--- config.mk ---
export PLATFORM = sky130hd
export DESIGN_NAME = uart_tx
export DESIGN_NICKNAME = d
export VERILOG_FILES = /design/src/rtl/uart_tx.sv
export SDC_FILE = /design/constraint.sdc
export NUM_CORES = 1
export LEC_CHECK = 0
export ABC_CLOCK_PERIOD_IN_PS = 2240
export BUFFER_PORTS_ARGS = -buffer_cell sky130_fd_sc_hd__buf_2
export CORE_MARGIN = 2
export CORE_UTILIZATION = 40
export DETAILED_ROUTE_END_ITERATION = 8
export PLACE_DENSITY = 0.64
export REMOVE_ABC_BUFFERS = 1
export SETUP_SLACK_MARGIN = 0.1
export SLEW_MARGIN = 10
export SYNTH_ARGS = -nofsm -noshare
export SYNTH_HDL_FRONTEND = slang
export SYNTH_SLANG_ARGS = --single-unit
--- constraint.sdc ---
create_clock -name clk -period 2.24 [get_ports clk]
set_input_delay 0.336 -clock clk [delete_from_list [all_inputs] [get_ports clk]]
set_output_delay 0.336 -clock clk [all_outputs]
set_load 0.005 [all_outputs]
--- src/rtl/uart_tx.sv ---
`default_nettype none
// ============================================================================
// uart_tx : bus-mapped 8N1 serial transmitter with a write FIFO.
// Optional CTRL register and interrupt are built when UART_TX_IRQ_EN is defined.
// Revision : 1.0
// ============================================================================
module uart_tx #(
  parameter int CLK_DIV = 27,
  parameter int FIFO_AW = 4
) (
  input  logic       clk,
  input  logic       reset,
  input  logic       cs,
  input  logic [1:0] addr,
  input  logic       we,
  input  logic [7:0] data_in,
  output logic [7:0] data_out,
  output logic       tx,
  output logic       irq
);

  localparam int          c_DEPTH  = 1 << FIFO_AW;
  localparam logic [15:0] c_RELOAD = 16'(CLK_DIV - 1);

  typedef enum logic [1:0] {
    S_IDLE  = 2'd0,
    S_START = 2'd1,
    S_DATA  = 2'd2,
    S_STOP  = 2'd3
  } state_t;

  state_t           r_state, w_state_nxt;
  logic [15:0]      r_baud, w_baud_nxt;
  logic [2:0]       r_bitcnt, w_bitcnt_nxt;
  logic [7:0]       r_shift, w_shift_nxt;
  logic             r_tx, w_tx_nxt;
  logic             w_pop;

  logic [7:0]       r_mem [c_DEPTH];
  logic [FIFO_AW:0] r_wptr, r_rptr, w_wptr_nxt, w_rptr_nxt;
  logic             r_ovf;
  logic [7:0]       r_dout;
  logic [7:0]       w_rd_val;
  logic [7:0]       w_head;
  logic             w_empty, w_full, w_busy, w_tick;
  logic             w_wr, w_rd, w_wr_data, w_push, w_wr_status, w_wr_ctrl;
  logic             w_irq_en;

  assign w_wr        = cs && we;
  assign w_rd        = cs && !we;
  assign w_wr_data   = w_wr && (addr == 2'd0);
  assign w_wr_status = w_wr && (addr == 2'd1);
  assign w_wr_ctrl   = w_wr && (addr == 2'd2);

  // Full is judged on the pre-edge pointers, so a same-cycle pop never rescues a push.
  assign w_empty = (r_wptr == r_rptr);
  assign w_full  = (r_wptr[FIFO_AW] != r_rptr[FIFO_AW]) &&
                   (r_wptr[FIFO_AW-1:0] == r_rptr[FIFO_AW-1:0]);
  assign w_push  = w_wr_data && !w_full;
  assign w_head  = r_mem[r_rptr[FIFO_AW-1:0]];

  assign w_wptr_nxt = r_wptr + (FIFO_AW+1)'(w_push);
  assign w_rptr_nxt = r_rptr + (FIFO_AW+1)'(w_pop);

  assign w_busy = (r_state != S_IDLE);
  assign w_tick = (r_baud == 16'd0);

  always_ff @(posedge clk) begin
    if (w_push) begin
      r_mem[r_wptr[FIFO_AW-1:0]] <= data_in;
    end
  end

  always_comb begin
    w_state_nxt  = r_state;
    w_baud_nxt   = r_baud;
    w_bitcnt_nxt = r_bitcnt;
    w_shift_nxt  = r_shift;
    w_tx_nxt     = r_tx;
    w_pop        = 1'b0;
    case (r_state)
      S_IDLE: begin
        w_tx_nxt = 1'b1;
        if (!w_empty) begin
          w_pop       = 1'b1;
          w_shift_nxt = w_head;
          w_tx_nxt    = 1'b0;
          w_baud_nxt  = c_RELOAD;
          w_state_nxt = S_START;
        end
      end
      S_START: begin
        if (w_tick) begin
          w_state_nxt  = S_DATA;
          w_tx_nxt     = r_shift[0];
          w_bitcnt_nxt = 3'd0;
          w_baud_nxt   = c_RELOAD;
        end else begin
          w_baud_nxt = r_baud - 16'd1;
        end
      end
      S_DATA: begin
        if (w_tick) begin
          w_baud_nxt = c_RELOAD;
          if (r_bitcnt == 3'd7) begin
            w_state_nxt = S_STOP;
            w_tx_nxt    = 1'b1;
          end else begin
            w_bitcnt_nxt = r_bitcnt + 3'd1;
            w_shift_nxt  = {1'b0, r_shift[7:1]};
            w_tx_nxt     = r_shift[1];
          end
        end else begin
          w_baud_nxt = r_baud - 16'd1;
        end
      end
      S_STOP: begin
        if (w_tick) begin
          // Chain straight into the next start bit when more data is waiting.
          if (!w_empty) begin
            w_pop       = 1'b1;
            w_shift_nxt = w_head;
            w_tx_nxt    = 1'b0;
            w_baud_nxt  = c_RELOAD;
            w_state_nxt = S_START;
          end else begin
            w_tx_nxt    = 1'b1;
            w_state_nxt = S_IDLE;
          end
        end else begin
          w_baud_nxt = r_baud - 16'd1;
        end
      end
      default: begin
        w_state_nxt = S_IDLE;
        w_tx_nxt    = 1'b1;
      end
    endcase
  end

  always_ff @(posedge clk or negedge reset) begin
    if (!reset) begin
      r_state  <= S_IDLE;
      r_baud   <= 16'd0;
      r_bitcnt <= 3'd0;
      r_shift  <= 8'h00;
      r_tx     <= 1'b1;
      r_wptr   <= '0;
      r_rptr   <= '0;
      r_ovf    <= 1'b0;
      r_dout   <= 8'h00;
    end else begin
      r_state  <= w_state_nxt;
      r_baud   <= w_baud_nxt;
      r_bitcnt <= w_bitcnt_nxt;
      r_shift  <= w_shift_nxt;
      r_tx     <= w_tx_nxt;
      r_wptr   <= w_wptr_nxt;
      r_rptr   <= w_rptr_nxt;
      if (w_wr_status) begin
        r_ovf <= 1'b0;
      end else if (w_wr_data && w_full) begin
        r_ovf <= 1'b1;
      end
      if (w_rd) begin
        r_dout <= w_rd_val;
      end
    end
  end

`ifdef UART_TX_IRQ_EN
  logic r_ctrl, w_ctrl_nxt, r_irq;

  assign w_ctrl_nxt = w_wr_ctrl ? data_in[0] : r_ctrl;
  assign w_irq_en   = r_ctrl;

  // Interrupt tracks the post-edge state so it is exact on the cycle it changes.
  always_ff @(posedge clk or negedge reset) begin
    if (!reset) begin
      r_ctrl <= 1'b0;
      r_irq  <= 1'b0;
    end else begin
      r_ctrl <= w_ctrl_nxt;
      r_irq  <= w_ctrl_nxt && (w_wptr_nxt == w_rptr_nxt) && (w_state_nxt == S_IDLE);
    end
  end

  assign irq = r_irq;
`else
  logic w_ctrl_unused;

  assign w_ctrl_unused = w_wr_ctrl;
  assign w_irq_en      = 1'b0;
  assign irq           = 1'b0;
`endif

  always_comb begin
    w_rd_val = 8'h00;
    case (addr)
      2'd1:    w_rd_val = {4'b0000, r_ovf, w_empty, w_full, w_busy};
      2'd2:    w_rd_val = {7'b0000000, w_irq_en};
      default: w_rd_val = 8'h00;
    endcase
  end

  assign data_out = r_dout;
  assign tx       = r_tx;

endmodule
`default_nettype wire

Yosys cells after proc, flatten, opt, wreduce, memory -nomap -nowiden --
Memories as Yosys holds them, arrays and structs flattened. Cells that the tools add are included.
Storage, ports and cells: register bits after elaboration 49, memory bits (writable) 128, input port bits 14, output and inout port bits 10, logic and storage cells 83, memories 1
Operators by class: add/subtract/negate cells 4, equal/unequal tests 14, mux-type cells 34, reductions and logical operators 21
Memories:
- r_mem | words 16, bits a word 8, rd ports 1, clocked after Yosys merged registers in 0, write ports 1, RTL line 39 | logic [7:0] r_mem [c_DEPTH];
Operators with widths (count):
- two-way mux 16 bit | 3
- one-hot mux 16 bit (3 select lines) | 1
- two-way mux 8 bit | 4
- one-hot mux 8 bit (3 select lines) | 1
- zero test 16 bit | 1
- subtractor 16 x 1 -> 16 bit, second input constant | 1
- two-way mux 1 bit | 12
- inequality test 2 bit, second input constant | 6
- adder 5 x 1 -> 5 bit | 2
- two-way mux 2 bit | 5
- two-way mux 3 bit | 3
- one-hot mux 2 bit (4 select lines) | 1
- AND reduction 4 bit | 2
- logical AND 1 bit | 7
- one-hot mux 3 bit (2 select lines) | 1
- nonzero test 2 bit | 3
- equality test 5 bit | 1
- AND reduction 5 bit | 1
- equality test 2 x 1 -> 1 bit, second input constant | 2
- equality test 2 bit, second input constant | 2
- equality test 4 bit | 1
- zero test 2 bit | 2
- two-way mux 4 bit | 1
- one-hot mux 1 bit (4 select lines) | 1
- 8 further kinds | 9

Depth between registers and ports, before layout --
depth in word-level cells 6, gate-level depth with buffers 11, depth with buffers taken out 10

Worst setup path before layout --
No wires, ideal clock.
kind reg-to-reg, start register r_rptr[0], end memory r_mem[4][0] (enable), library setup time 0.370 ns, data arrival time 2.114 ns, required time 1.870 ns, setup slack -0.244 ns, cell stages (with the launch flop) 7, path buffers 1, period minus slack after synthesis 2.484 ns, path through dfrtp_1 buf_6 xor2_1 nor4_4 a2111oi_4 or3b_1 nor2_1
Between the ends: cells in the longest elaborated chain, start to end 6
Ends and longest elaborated chain:
- start: declaration | RTL line 40 | logic [FIFO_AW:0] r_wptr, r_rptr, w_wptr_nxt, w_rptr_nxt;
- start signal: assignment | RTL line 159 | r_rptr <= w_rptr_nxt;
- equality test 4 bit | RTL line 58 | (r_wptr[FIFO_AW-1:0] == r_rptr[FIFO_AW-1:0]);
- logical AND 1 bit | RTL line 57 | assign w_full = (r_wptr[FIFO_AW] != r_rptr[FIFO_AW]) &&
- zero test 1 bit | RTL line 59 | assign w_push = w_wr_data && !w_full;
- logical AND 1 bit | RTL line 59
- two-way mux 1 bit | RTL line 69 | if (w_push) begin
- two-way mux 1 bit (implied by the code) | RTL line 70 | r_mem[r_wptr[FIFO_AW-1:0]] <= data_in;
- end: declaration | RTL line 39
No other way between the ends.

Worst setup path after layout --
start register r_wptr[4], end memory r_mem[0][3] (enable)
Between the ends: cells in the longest elaborated chain, start to end 6
Ends and longest elaborated chain:
- start: declaration | RTL line 40
- start signal: assignment | RTL line 158 | r_wptr <= w_wptr_nxt;
- inequality test 1 bit | RTL line 57
- logical AND 1 bit | RTL line 57
- zero test 1 bit | RTL line 59
- logical AND 1 bit | RTL line 59
- two-way mux 1 bit | RTL line 69
- two-way mux 1 bit (implied by the code) | RTL line 70
No other way between the ends.

==> results.ini <==
[outcome]
status=completed

[placement]
dpl.hpwl_mm=11.1
io_buffers=18
place_congestion=0.862

[global_route]
grt_max_degree=40
grt_usage=0.170
grtUsageMet1=0.222
grt_overflow=0
grt_busiest_layer=met2
antenna_found_initial=0
gr-usage-met3=0.0510
use_met2=0.272
grt_pass1_vias=4642
grt_pass1_wl_mm=25.4

[critical_path]
cp.required_ns=2.38
start_kind=register
worst-path-buf-inv=2
arrival_ns=2.33
crit_type=register to register
cp.depth=6
cp_max_fo=8
critPathTopFamily=simple AND/OR/NAND/NOR gates
regToRegStartpoint=r_wptr[4]
r2r_end=r_mem[0][3]
crit_chain=xnor2_1 -> inv_1 -> a2111oi_4 -> or3b_4 -> nor3_2 -> buf_4
critPathSlowestCell=or3b_4
reg2regPathDepth=6
r2r_slack_ns=0.05
endpoint=r_mem[0][3]
startpoint=r_wptr[4]
worstSetupEndpointType=register
slowest_delay_ns=0.47

[finish]
nNetsFinal=605
final_cell_mix=128 x edfxtp_1, 64 x buf_4, 43 x dfrtp_1
drive_above_1_share=0.319
layout_commonest_cell=edfxtp_1
area_growth_pct=21.7
num_antenna_cells=0

[logic_synthesis]
syn_area_per_cell_um2=15.5
ys_seq_area_frac=0.664
synth_cell_types=65
synth_top_cell_by_area=edfxtp_1
ys_warn_count=0
synthTopCellsByArea=edfxtp_1 51%, dfrtp_1 15%, mux4_2 6.3%
yosysTopAreaCellShare=0.513
synth_seq_cells=173
synth_area_mm2=0.00749
synth_ff_type=edfxtp_1
async_flop_share=0.260
synth-edff-count=128
synthCells=483

[detailed_routing]
drtIter0Drc=375
wl_mm=16.4
vias=4554
routedWlPerCell_um=20.0
firstDrtPassIters=7
drcViolationCount=0
ant_nets=0
via_per_inst=5.53

[timing]
hold_slack_ns=0.0247
finalCritPeriodShare=0.976
final-max-slew-violation-count=0
rsz0062_at_grt=yes
finClkSkew_ns=0.0111
finalCriticalPeriod_ns=2.19
slew_headroom=0.410
final-setup-viol-count=0
fmax_ghz=0.457
tightest_slew_ns=0.885
hold_violations=0
fin_tns_setup_ns=0

[floorplanning]
die_w_um=141
die_h_um=141
core_mm2=0.0185
row_count=50
initial_core_util=0.404
ios=24
dieArea_mm2=0.0198

[clocking]
cts_root_buffer=clkbuf_16
cts_tree=built
clock_latency_ns=0.43
clkSlewWorstSetupHoldPaths_ns=0.07
clk_path_buf_depth=2
htreeDepth=4
cts_made_buffers=17
clkSinkCount=173

[power_and_ir_drop]
leakagePower_nw=3.47
vdd_drop_max_mv=0.737
powerDensity_mw_per_mm2=1330

[hold_path]
hold_path.class=primary input to async pin

[run]
cap_violations=0

[synth_stat cells, types with 2 or more instances]
master,count
a211o_1,3
a211oi_1,3
a21o_1,4
a21oi_1,14
a221o_1,10
a221oi_1,12
a22o_1,3
a22oi_1,6
a311oi_1,2
a31oi_1,5
and2_1,4
buf_1,2
buf_2,10
buf_4,6
buf_6,2
clkbuf_1,5
dfrtp_1,44
edfxtp_1,128
ha_1,14
inv_1,10
mux2i_1,26
mux4_2,21
nand2_1,21
nand2b_1,5
nand3_1,14
nand3b_1,3
nor2_1,22
nor2b_1,2
nor3_1,13
nor3_2,2
nor3b_1,2
nor4_1,2
nor4_4,2
o21ai_0,14
o21ai_1,2
o311a_1,2
o311ai_0,2
or2_2,2
or3_1,3
or4_1,2
xnor2_1,5
xor2_1,6
[state kept, by name, indices dropped and copies added, names as in the netlist]
signal,flops
r_state,2
r_bitcnt,3
r_ovf,1
r_mem,128
tx,1
r_rptr,5
r_shift,8
r_baud,16
data_out,4
r_wptr,5
[routing by layer]
metal	wire length [µm]	vias up
met5	0	-
met4	340	0
met3	911	25
met2	8040	120
met1	7130	2306
li1	-	2103
[through the flow]
stage | instances | util | area, µm² | total power [mW] | worst slack, ns
floorplan | 461 | - | 7360 | 7.09 | -1.49
finish | 823 | 0.492 | 9110 | 12.1 | 0.0531
global placement | 778 | 0.444 | 8230 | 8.73 | -0.00240
detailed placement | 778 | 0.444 | 8230 | 8.84 | -0.0574
CTS | 813 | 0.479 | 8880 | 11.8 | 0.0513
global route | 823 | 0.492 | 9110 | 12.8 | -0.0321
[area by class of cell]
cell class / count / area, µm²
clock inverters: 14 / 131
flip-flops and latches: 173 / 4970
repair buffers: 97 / 752
fillers: 1520 / 9400
multi-input cells: 277 / 2500
well taps: 234 / 293
clock buffers: 17 / 425
inverters: 11 / 41.3
[worst min-delay path by stage]
stage / start / end / depth (start not counted)
final: reset / r_baud[9] / 1
after global placement: data_out[0] / data_out[0] / 2
after detailed placement: data_out[0] / data_out[0] / 2
after CTS: reset / r_baud[7] / 1
after floorplan: reset / data_out[0] / 0
after global routing: reset / r_baud[9] / 1
[kinds of logic (layout without fill, tap and decap cells)]
family	Yosys count	count (layout)	synth area share
multiplexers	48	48	0.0994
flip-flops	173	173	0.664
buffers and inverters	37	139	0.0254
AND/OR/NAND/NOR	103	103	0.0752
AO/OA/AOI/OAI	96	96	0.0996
XOR/XNOR	11	11	0.0129
adder cells (fa/ha/maj)	14	14	0.0234
other	1	5	0.000501
[what timing repair did]
action	in CTS	in global routing
setup endpoints to repair	135	141
buffers inserted	4	10
pin swaps	4	6
gates resized for setup	12	39
cloned	0	0
hold buffers	0	0
[report_power, final]
part / internal (mW) / leakage, nW / total [mW] / switching, mW
sequential: 3.83 / 1.73 / 4.16 / 0.328
combinational: 2.46 / 1.46 / 5.17 / 2.71
clock: 1.55 / 0.278 / 2.82 / 1.27
(Power assumes the default switching activity.)
